==> src/rtl/cpu_pkg.sv <==
// rtl/cpu_pkg.sv - shared datapath constants for the accumulator CPU
//
// Purpose: machine word width and accumulator source-select encodings shared
//          by the control unit and the accumulator peripherals.
// Ports:   none (package).
package cpu_pkg;

  localparam int WORD_W = 8;

  // Accumulator load source select, driven by the control unit.
  typedef enum logic [1:0] {
    ACC_SRC_ALU = 2'd0,
    ACC_SRC_MEM = 2'd1,
    ACC_SRC_IN  = 2'd2,
    ACC_SRC_IMM = 2'd3
  } acc_src_e;

endpackage

==> src/rtl/out_fifo_mem.sv <==
// rtl/out_fifo_mem.sv - storage array for the accumulator output FIFO
//
// Purpose: DEPTH x DW register array with one synchronous write port and one
//          asynchronous read port. Contents are not reset.
// Ports:   clk   - system clock
//          we    - write enable, sampled on rising clk
//          waddr - write address
//          wdata - write data
//          raddr - read address (asynchronous)
//          rdata - read data
module out_fifo_mem #(
  parameter int DW    = 8,
  parameter int DEPTH = 4,
  parameter int AW    = 2
) (
  input  logic          clk,
  input  logic          we,
  input  logic [AW-1:0] waddr,
  input  logic [DW-1:0] wdata,
  input  logic [AW-1:0] raddr,
  output logic [DW-1:0] rdata
);

  logic [DW-1:0] mem [DEPTH];

  always_ff @(posedge clk) begin
    if (we) begin
      mem[waddr] <= wdata;
    end
  end

  assign rdata = mem[raddr];

endmodule

==> src/rtl/acc_out_port.sv <==
// rtl/acc_out_port.sv - first-word-fall-through FIFO from accumulator to valid/ready port
//
// Purpose: queues accumulator values pushed by storeOut and presents them to an
//          external peripheral over a valid/ready handshake. Pushes into a full
//          FIFO without a same-edge pop are dropped and set a sticky overflow.
// Build option: ACC_OUT_PORT_PARITY_EN adds port_parity (XOR of port_data,
//          computed and stored per entry at push time).
// Ports:   clk         - system clock
//          CLB         - asynchronous active-low clear
//          acc_in      - accumulator value to queue
//          storeOut    - push strobe
//          clrOvf      - synchronous clear of overflow
//          port_data   - head word (0 when empty)
//          port_valid  - port_data is valid
//          port_ready  - peripheral accepts the head word
//          port_parity - even parity of port_data (parity build only)
//          full/empty  - occupancy flags
//          count       - occupied entries
//          overflow    - sticky dropped-push flag
module acc_out_port
  import cpu_pkg::*;
#(
  parameter int WIDTH = WORD_W,
  parameter int DEPTH = 4
) (
  input  logic                     clk,
  input  logic                     CLB,
  input  logic [WIDTH-1:0]         acc_in,
  input  logic                     storeOut,
  input  logic                     clrOvf,
  output logic [WIDTH-1:0]         port_data,
  output logic                     port_valid,
  input  logic                     port_ready,
`ifdef ACC_OUT_PORT_PARITY_EN
  output logic                     port_parity,
`endif
  output logic                     full,
  output logic                     empty,
  output logic [$clog2(DEPTH):0]   count,
  output logic                     overflow
);

  localparam int PW = $clog2(DEPTH);
  localparam int CW = PW + 1;
`ifdef ACC_OUT_PORT_PARITY_EN
  localparam int DW = WIDTH + 1;
`else
  localparam int DW = WIDTH;
`endif

  logic [PW-1:0] wr_ptr;
  logic [PW-1:0] rd_ptr;
  logic [CW-1:0] cnt_q;
  logic          ovf_q;
  logic          push;
  logic          pop;
  logic          drop;
  logic [DW-1:0] wdata;
  logic [DW-1:0] rdata;

  assign empty      = (cnt_q == '0);
  assign full       = (cnt_q == CW'(DEPTH));
  assign count      = cnt_q;
  assign overflow   = ovf_q;
  assign port_valid = ~empty;

  // A pop on the same edge frees a slot, so a full FIFO still accepts a push.
  assign pop  = port_valid & port_ready;
  assign push = storeOut & (~full | pop);
  assign drop = storeOut & full & ~pop;

`ifdef ACC_OUT_PORT_PARITY_EN
  assign wdata = {^acc_in, acc_in};
`else
  assign wdata = acc_in;
`endif

  out_fifo_mem #(
    .DW    (DW),
    .DEPTH (DEPTH),
    .AW    (PW)
  ) u_mem (
    .clk   (clk),
    .we    (push),
    .waddr (wr_ptr),
    .wdata (wdata),
    .raddr (rd_ptr),
    .rdata (rdata)
  );

  // Storage is not cleared, so mask the read port while empty to keep the
  // port at zero after reset and between bursts.
  assign port_data = port_valid ? rdata[WIDTH-1:0] : '0;
`ifdef ACC_OUT_PORT_PARITY_EN
  assign port_parity = port_valid & rdata[WIDTH];
`endif

  always_ff @(posedge clk or negedge CLB) begin
    if (!CLB) begin
      wr_ptr <= '0;
      rd_ptr <= '0;
      cnt_q  <= '0;
      ovf_q  <= 1'b0;
    end else begin
      // Pointers are PW bits wide; DEPTH is a power of two so +1 wraps to 0.
      if (push) wr_ptr <= wr_ptr + PW'(1);
      if (pop)  rd_ptr <= rd_ptr + PW'(1);
      if (push && !pop)      cnt_q <= cnt_q + CW'(1);
      else if (pop && !push) cnt_q <= cnt_q - CW'(1);
      // A dropped push wins over a same-edge clear.
      if (drop)        ovf_q <= 1'b1;
      else if (clrOvf) ovf_q <= 1'b0;
    end
  end

endmodule

==> config.mk <==
export PLATFORM = sky130hd
export DESIGN_NAME = acc_out_port
export DESIGN_NICKNAME = d
export VERILOG_FILES = /design/src/rtl/cpu_pkg.sv /design/src/rtl/out_fifo_mem.sv /design/src/rtl/acc_out_port.sv
export SDC_FILE = /design/constraint.sdc
export NUM_CORES = 1
export LEC_CHECK = 0
export BUFFER_PORTS_ARGS = -buffer_cell sky130_fd_sc_hd__buf_4
export CAP_MARGIN = 20
export CELL_PAD_IN_SITES_DETAIL_PLACEMENT = 1
export CELL_PAD_IN_SITES_GLOBAL_PLACEMENT = 2
export CORE_ASPECT_RATIO = 0.7
export CORE_UTILIZATION = 45
export CTS_BUF_LIST = sky130_fd_sc_hd__clkbuf_8
export CTS_CLUSTER_SIZE = 16
export DETAILED_ROUTE_END_ITERATION = 8
export GPL_TIMING_DRIVEN = 0
export PLACE_DENSITY = 0.93
export REMOVE_ABC_BUFFERS = 1
export SLEW_MARGIN = 20
export SYNTH_ARGS = -nofsm -noshare
export SYNTH_HDL_FRONTEND = slang
export SYNTH_SLANG_ARGS = --single-unit
==> constraint.sdc <==
create_clock -name clk -period 3.9 [get_ports clk]
set_input_delay 1.17 -clock clk [delete_from_list [all_inputs] [get_ports clk]]
set_output_delay 1.17 -clock clk [all_outputs]
set_load 0.05 [all_outputs]
==> impl_metrics.tcl, run 1 <==
set metrics [dict create \
    outcome "finished clean" \
    path_clk_slew_ns 0.07 \
    htreeDepth 2 \
    avgSynthCellArea_sq_um 18.4 \
    drt_iter0_markers 52 \
    post_cts_resized 0 \
    hp-class "reg -> reg" \
    yosys_warnings 0 \
    row_count 18 \
    via_count 865 \
    setup_viol 0 \
    yosysSeqAreaShare 0.694 \
    final_util 0.568 \
    crit_family "flip-flops" \
    drv_slew 0 \
    critPathMaxStageDelay_ns 0.75 \
    rsz0062_at_grt "false" \
    grt_pass1_vias 960 \
    portBuffers 27 \
    worstMarginPinSlew_ns 0.631 \
    end_kind "output port" \
    track_usage 0.177 \
    post_drt_via_cell_ratio 5.00 \
    fmax_mhz 318 \
    finalSetupTns_ns 0 \
    worstPathCellList "mux4_2, and2_1, buf_4" \
    cts_hold_buf 0 \
    finalHoldViolCount 0 \
    period_minus_slack_ns 3.15 \
    gp_congestion 0.638 \
    slew-limit-headroom 0.579 \
    final_nets 141 \
    drive_gt1_frac 0.390 \
    numClockSinks 40 \
    ys_types 21 \
    critical_path_buf_inv_count 1 \
    post_cts_buffers 0 \
    ant_nets 0 \
    numCtsBuffers 5 \
    cts_tree "yes" \
    crit_path_max_fanout 10 \
    cp.arrival_ns 1.98 \
    first_pass_iters 2 \
    fillers 346 \
    die-area_sq_mm 0.00397 \
    antenna_found_initial 0 \
    finalCritPeriodShare 0.806 \
    grt_pass1_wl_um 4740 \
    grt_max_degree 13 \
    dp_hpwl_um 2150 \
    area.growth.synth_to_final_pct 19.9 \
    clock_path_buffers 2 \
    postRouteWirelength_um 3020 \
    clock_latency_ns 0.28 \
    critPathRequiredTime_ns 2.73 \
    cts.root.buffer_cell "clkbuf_8" \
    antenna_cells 0 \
    drc_errors 0 \
    overflow 0 \
    synthCells 91 \
    fp.dieH_um 53.0 \
    skew_ns 0.00331 \
    critPathLaunchType "flop" \
    ios 28 \
    fp.dieW_um 74.9 \
    crit_type "reg -> out" \
    syn_area_sq_mm 0.00167 \
    core_sq_mm 0.00354 \
    slowest_stage "dfrtp_1" \
    maxCapViolCount 0 \
    wl_per_cell_um 17.5 \
    start_util 0.473 \
    ys_ff_latch 40 \
]
cells by family (layout without fill, tap and decap cells):
family	count (synthesis)	in the layout	share of synthesized area
buffers and inverters	10	42	0.0232
xor gates and xnor gates	6	6	0.0314
and+or+nand+nor	17	17	0.0650
muxes	10	10	0.123
DFF	40	40	0.694
adders and majority gates	6	6	0.0493
AOI/OAI and AO/OA	2	2	0.0142
cell usage in the layout, fill, tap and decap left out:
cell type / instances
inv_1: 9
nor2_1: 1
o32ai_1: 1
or3b_1: 1
and2_1: 8
edfxtp_1: 32
clkinv_1: 1
and2_2: 4
mux2_4: 1
nand2_1: 1
ha_1: 5
buf_4: 27
nand3_1: 1
dfrtp_1: 8
fa_1: 1
mux4_2: 8
clkbuf_8: 5
xor2_1: 2
xnor2_1: 4
o21a_4: 1
or3_2: 1
mux2_2: 1
cells in the mapped netlist:
library cell / number / share of area
mux2_4: 1 / 0.0090
nand3_1: 1 / 0.0030
inv_1: 7 / 0.016
edfxtp_1: 32 / 0.57
mux4_2: 8 / 0.11
ha_1: 5 / 0.037
xor2_1: 2 / 0.010
fa_1: 1 / 0.012
or3_2: 1 / 0.0045
dfrtp_1: 8 / 0.12
buf_2: 1 / 0.0030
nand2_1: 1 / 0.0022
clkbuf_1: 2 / 0.0045
o32ai_1: 1 / 0.0052
or3b_1: 1 / 0.0052
and2_2: 4 / 0.018
xnor2_1: 4 / 0.021
nor2_1: 1 / 0.0022
and2_1: 8 / 0.030
o21a_4: 1 / 0.0090
mux2_2: 1 / 0.0067
state kept, by name (all words and copies together) (netlist names):
signal and flops:
u_mem.mem 32, overflow 1, count 3, wr_ptr 2, rd_ptr 2
per-stage QoR:
stage	worst slack (ns)	instances	cell area, sq um	hold slack [ns]
after floorplan	0.993	88	1660	0.535
after global placement	1.08	165	1930	0.502
after detailed placement	1.04	165	1930	0.520
after CTS	0.721	173	2010	0.533
after global routing	0.643	173	2010	0.556
final	0.755	173	2010	0.526
path summary, 6_finish.rpt:
| path | cells past startpoint | from | slack [ns] | endpoint |
|---|---|---|---|---|
| min in group asynchronous | 1 | CLB | 0.70 | rd_ptr[0]$_DFFE_PN0N_ |
| hold reg to reg | 1 | count[2]$_DFFE_PN0P_ | 0.53 | count[2]$_DFFE_PN0P_ |
| hold / removal | 1 | count[2]$_DFFE_PN0P_ | 0.53 | count[2]$_DFFE_PN0P_ |
| setup / recovery | 3 | rd_ptr[0]$_DFFE_PN0N_ | 0.75 | port_data[0] |
| setup reg to reg | 8 | count[0]$_DFFE_PN0P_ | 1.50 | count[2]$_DFFE_PN0P_ |
| max in group asynchronous | 1 | CLB | 3.08 | wr_ptr[1]$_DFFE_PN0P_ |
per-layer routing:
metal,track usage,up-vias,share of wire
met1,0.229,450,0.45
met5,0,-,0
met3,0.0552,4,0.040
li1,-,392,-
met4,0.0566,0,0.0063
met2,0.287,19,0.50
cell type report:
type	count	area, sq um	area share
clock buffers	5	68.8	0.0343
clock inverters	3	11.3	0.00561
inverters	7	26.3	0.0131
multi-input cells	41	474	0.236
flip-flops and latches	40	1160	0.579
well taps	50	62.6	0.0312
repair buffers	27	203	0.101
Power of run 1 is left out: the tool's default activity adds up to more than one toggle a clock period on the data nets, which glitch-free logic cannot reach.
==> run 2: changes to the inputs <==
--- a/config.mk
+++ b/config.mk
@@ -10,12 +10,12 @@
 export CELL_PAD_IN_SITES_DETAIL_PLACEMENT = 1
 export CELL_PAD_IN_SITES_GLOBAL_PLACEMENT = 2
 export CORE_ASPECT_RATIO = 0.7
-export CORE_UTILIZATION = 45
+export CORE_UTILIZATION = 42
 export CTS_BUF_LIST = sky130_fd_sc_hd__clkbuf_8
 export CTS_CLUSTER_SIZE = 16
 export DETAILED_ROUTE_END_ITERATION = 8
 export GPL_TIMING_DRIVEN = 0
-export PLACE_DENSITY = 0.93
+export PLACE_DENSITY = 0.89
 export REMOVE_ABC_BUFFERS = 1
 export SLEW_MARGIN = 20
 export SYNTH_ARGS = -nofsm -noshare
==> constraint.sdc (replaced) <==
create_clock -name clk -period 3.1 [get_ports clk]
set_input_delay 0.93 -clock clk [delete_from_list [all_inputs] [get_ports clk]]
set_output_delay 0.93 -clock clk [all_outputs]
set_load 0.05 [all_outputs]
==> run 2 against run 1 <==
  * Flip-flop and latch count unchanged
  * Setup slack got worse by 0.52 ns
  * Global-route usage fell by 2.3 points
  * Critical path type unchanged
  * Critical endpoint is now port_data[7]
  * Largest cell class unchanged
==> impl_metrics.tcl, run 2 (synthesized netlist as in run 1, its figures left out) <==
set metrics [dict create \
    outcome "finished clean" \
    drv_slew 0 \
    post_drt_via_cell_ratio 5.02 \
    timing.rr.start "count[0]$_DFFE_PN0P_" \
    slowest_stage "dfrtp_1" \
    row_count 18 \
    worstPathCellList "mux4_2, and2_1, buf_4" \
    start_util 0.456 \
    clock_latency_ns 0.28 \
    maxCapViolCount 0 \
    grt_max_degree 13 \
    post_cts_buffers 0 \
    post_cts_resized 0 \
    antenna_cells 0 \
    r2r-end "count[2]$_DFFE_PN0P_" \
    crit_start "rd_ptr[0]$_DFFE_PN0N_" \
    critPathMaxStageDelay_ns 0.72 \
    core_sq_mm 0.00367 \
    portBuffers 27 \
    numClockSinks 40 \
    setup_viol 0 \
    critPathLaunchType "flop" \
    gp_congestion 0.679 \
    crit_type "reg -> out" \
    drive_gt1_frac 0.407 \
    finalCritPeriodShare 0.926 \
    period_minus_slack_ns 2.87 \
    first_pass_iters 3 \
    critPathRequiredTime_ns 2.17 \
    fmax_mhz 349 \
    cts_hold_buf 0 \
    cts_tree "yes" \
    wl_per_cell_um 16.5 \
    ant_nets 0 \
    layout.cells.most_common "edfxtp_1" \
    finalSetupTns_ns 0 \
    r2r_setup_slack_ns 0.73 \
    overflow 0 \
    area.growth.synth_to_final_pct 20.0 \
    htreeDepth 2 \
    cts.root.buffer_cell "clkbuf_8" \
    track_usage 0.155 \
    fillers 350 \
    fp.dieW_um 77.5 \
    worstMarginPinSlew_ns 0.596 \
    rsz0062_at_grt "false" \
    mostFrequentLayoutCells "32 x edfxtp_1, 27 x buf_4, 8 x mux4_2, 8 x and2_1, 8 x dfrtp_1" \
    fp.dieH_um 54.8 \
    hp-class "in -> async" \
    path_clk_slew_ns 0.07 \
    via_count 868 \
    slew-limit-headroom 0.603 \
    cp.arrival_ns 1.94 \
    reg2reg_depth 8 \
    die-area_sq_mm 0.00425 \
    ios 28 \
    antenna_found_initial 0 \
    postRouteWirelength_um 2860 \
    largest_reg_flops 32 \
    drc_errors 0 \
    dp_hpwl_um 1980 \
    skew_ns 0.00383 \
    numCtsBuffers 5 \
    grt_pass1_vias 876 \
    crit_path_max_fanout 10 \
    drt_iter0_markers 61 \
    finalHoldViolCount 0 \
    regMostFlops "u_mem.mem" \
    grt_pass1_wl_um 4380 \
    end_kind "output port" \
    cp-endpoint "port_data[7]" \
    final_nets 141 \
    clock_path_buffers 2 \
]
run 2: cell type report:
| class | instances | area [sq um] | share of cell area |
|---|---|---|---|
| Sequential cell | 40 | 1160 | 0.578 |
| Multi-Input combinational cell | 41 | 474 | 0.236 |
| Timing Repair Buffer | 27 | 203 | 0.101 |
| Clock buffer | 5 | 68.8 | 0.0342 |
| Tap cell | 50 | 62.6 | 0.0311 |
| Inverter | 7 | 26.3 | 0.0131 |
| Clock inverter | 3 | 13.8 | 0.00685 |
run 2: layer usage:
layer	global-route usage	wire [um]	vias to the layer above
li1	-	-	395
met4	0.0881	53	0
met5	0	0	-
met2	0.255	1410	18
met3	0.0500	98	4
met1	0.185	1290	451
run 2: stage by stage:
stage / setup slack [ns] / hold WS [ns] / util / instances / cell area [sq um]
detailed placement: 0.503 / 0.492 / 0.525 / 165 / 1930
global route: 0.0804 / 0.438 / 0.547 / 173 / 2010
finish: 0.231 / 0.450 / 0.547 / 173 / 2010
global placement: 0.509 / 0.490 / 0.525 / 165 / 1930
floorplan: 0.433 / 0.535 / - / 88 / 1660
CTS: 0.180 / 0.445 / 0.547 / 173 / 2010
run 2: how the worst min path moves through the flow:
stage / end / cells after the start
3_5_place_dp: count[2]$_DFFE_PN0P_ / 1
3_3_place_gp: count[2]$_DFFE_PN0P_ / 1
6_report: count[0]$_DFFE_PN0P_ / 1
2_1_floorplan: wr_ptr[1]$_DFFE_PN0P_ / 1
5_1_grt: overflow$_DFFE_PN0P_ / 1
4_1_cts: rd_ptr[1]$_DFFE_PN0N_ / 1
run 2: critical path: cells and delay by family, from the launching register on:
kind / cells / cell delay [ns]
flip-flops: 1 / 0.72
multiplexers: 1 / 0.58
buffers and inverters: 1 / 0.18
AND/OR/NAND/NOR: 1 / 0.17
Power of run 2 is left out for the same reason.
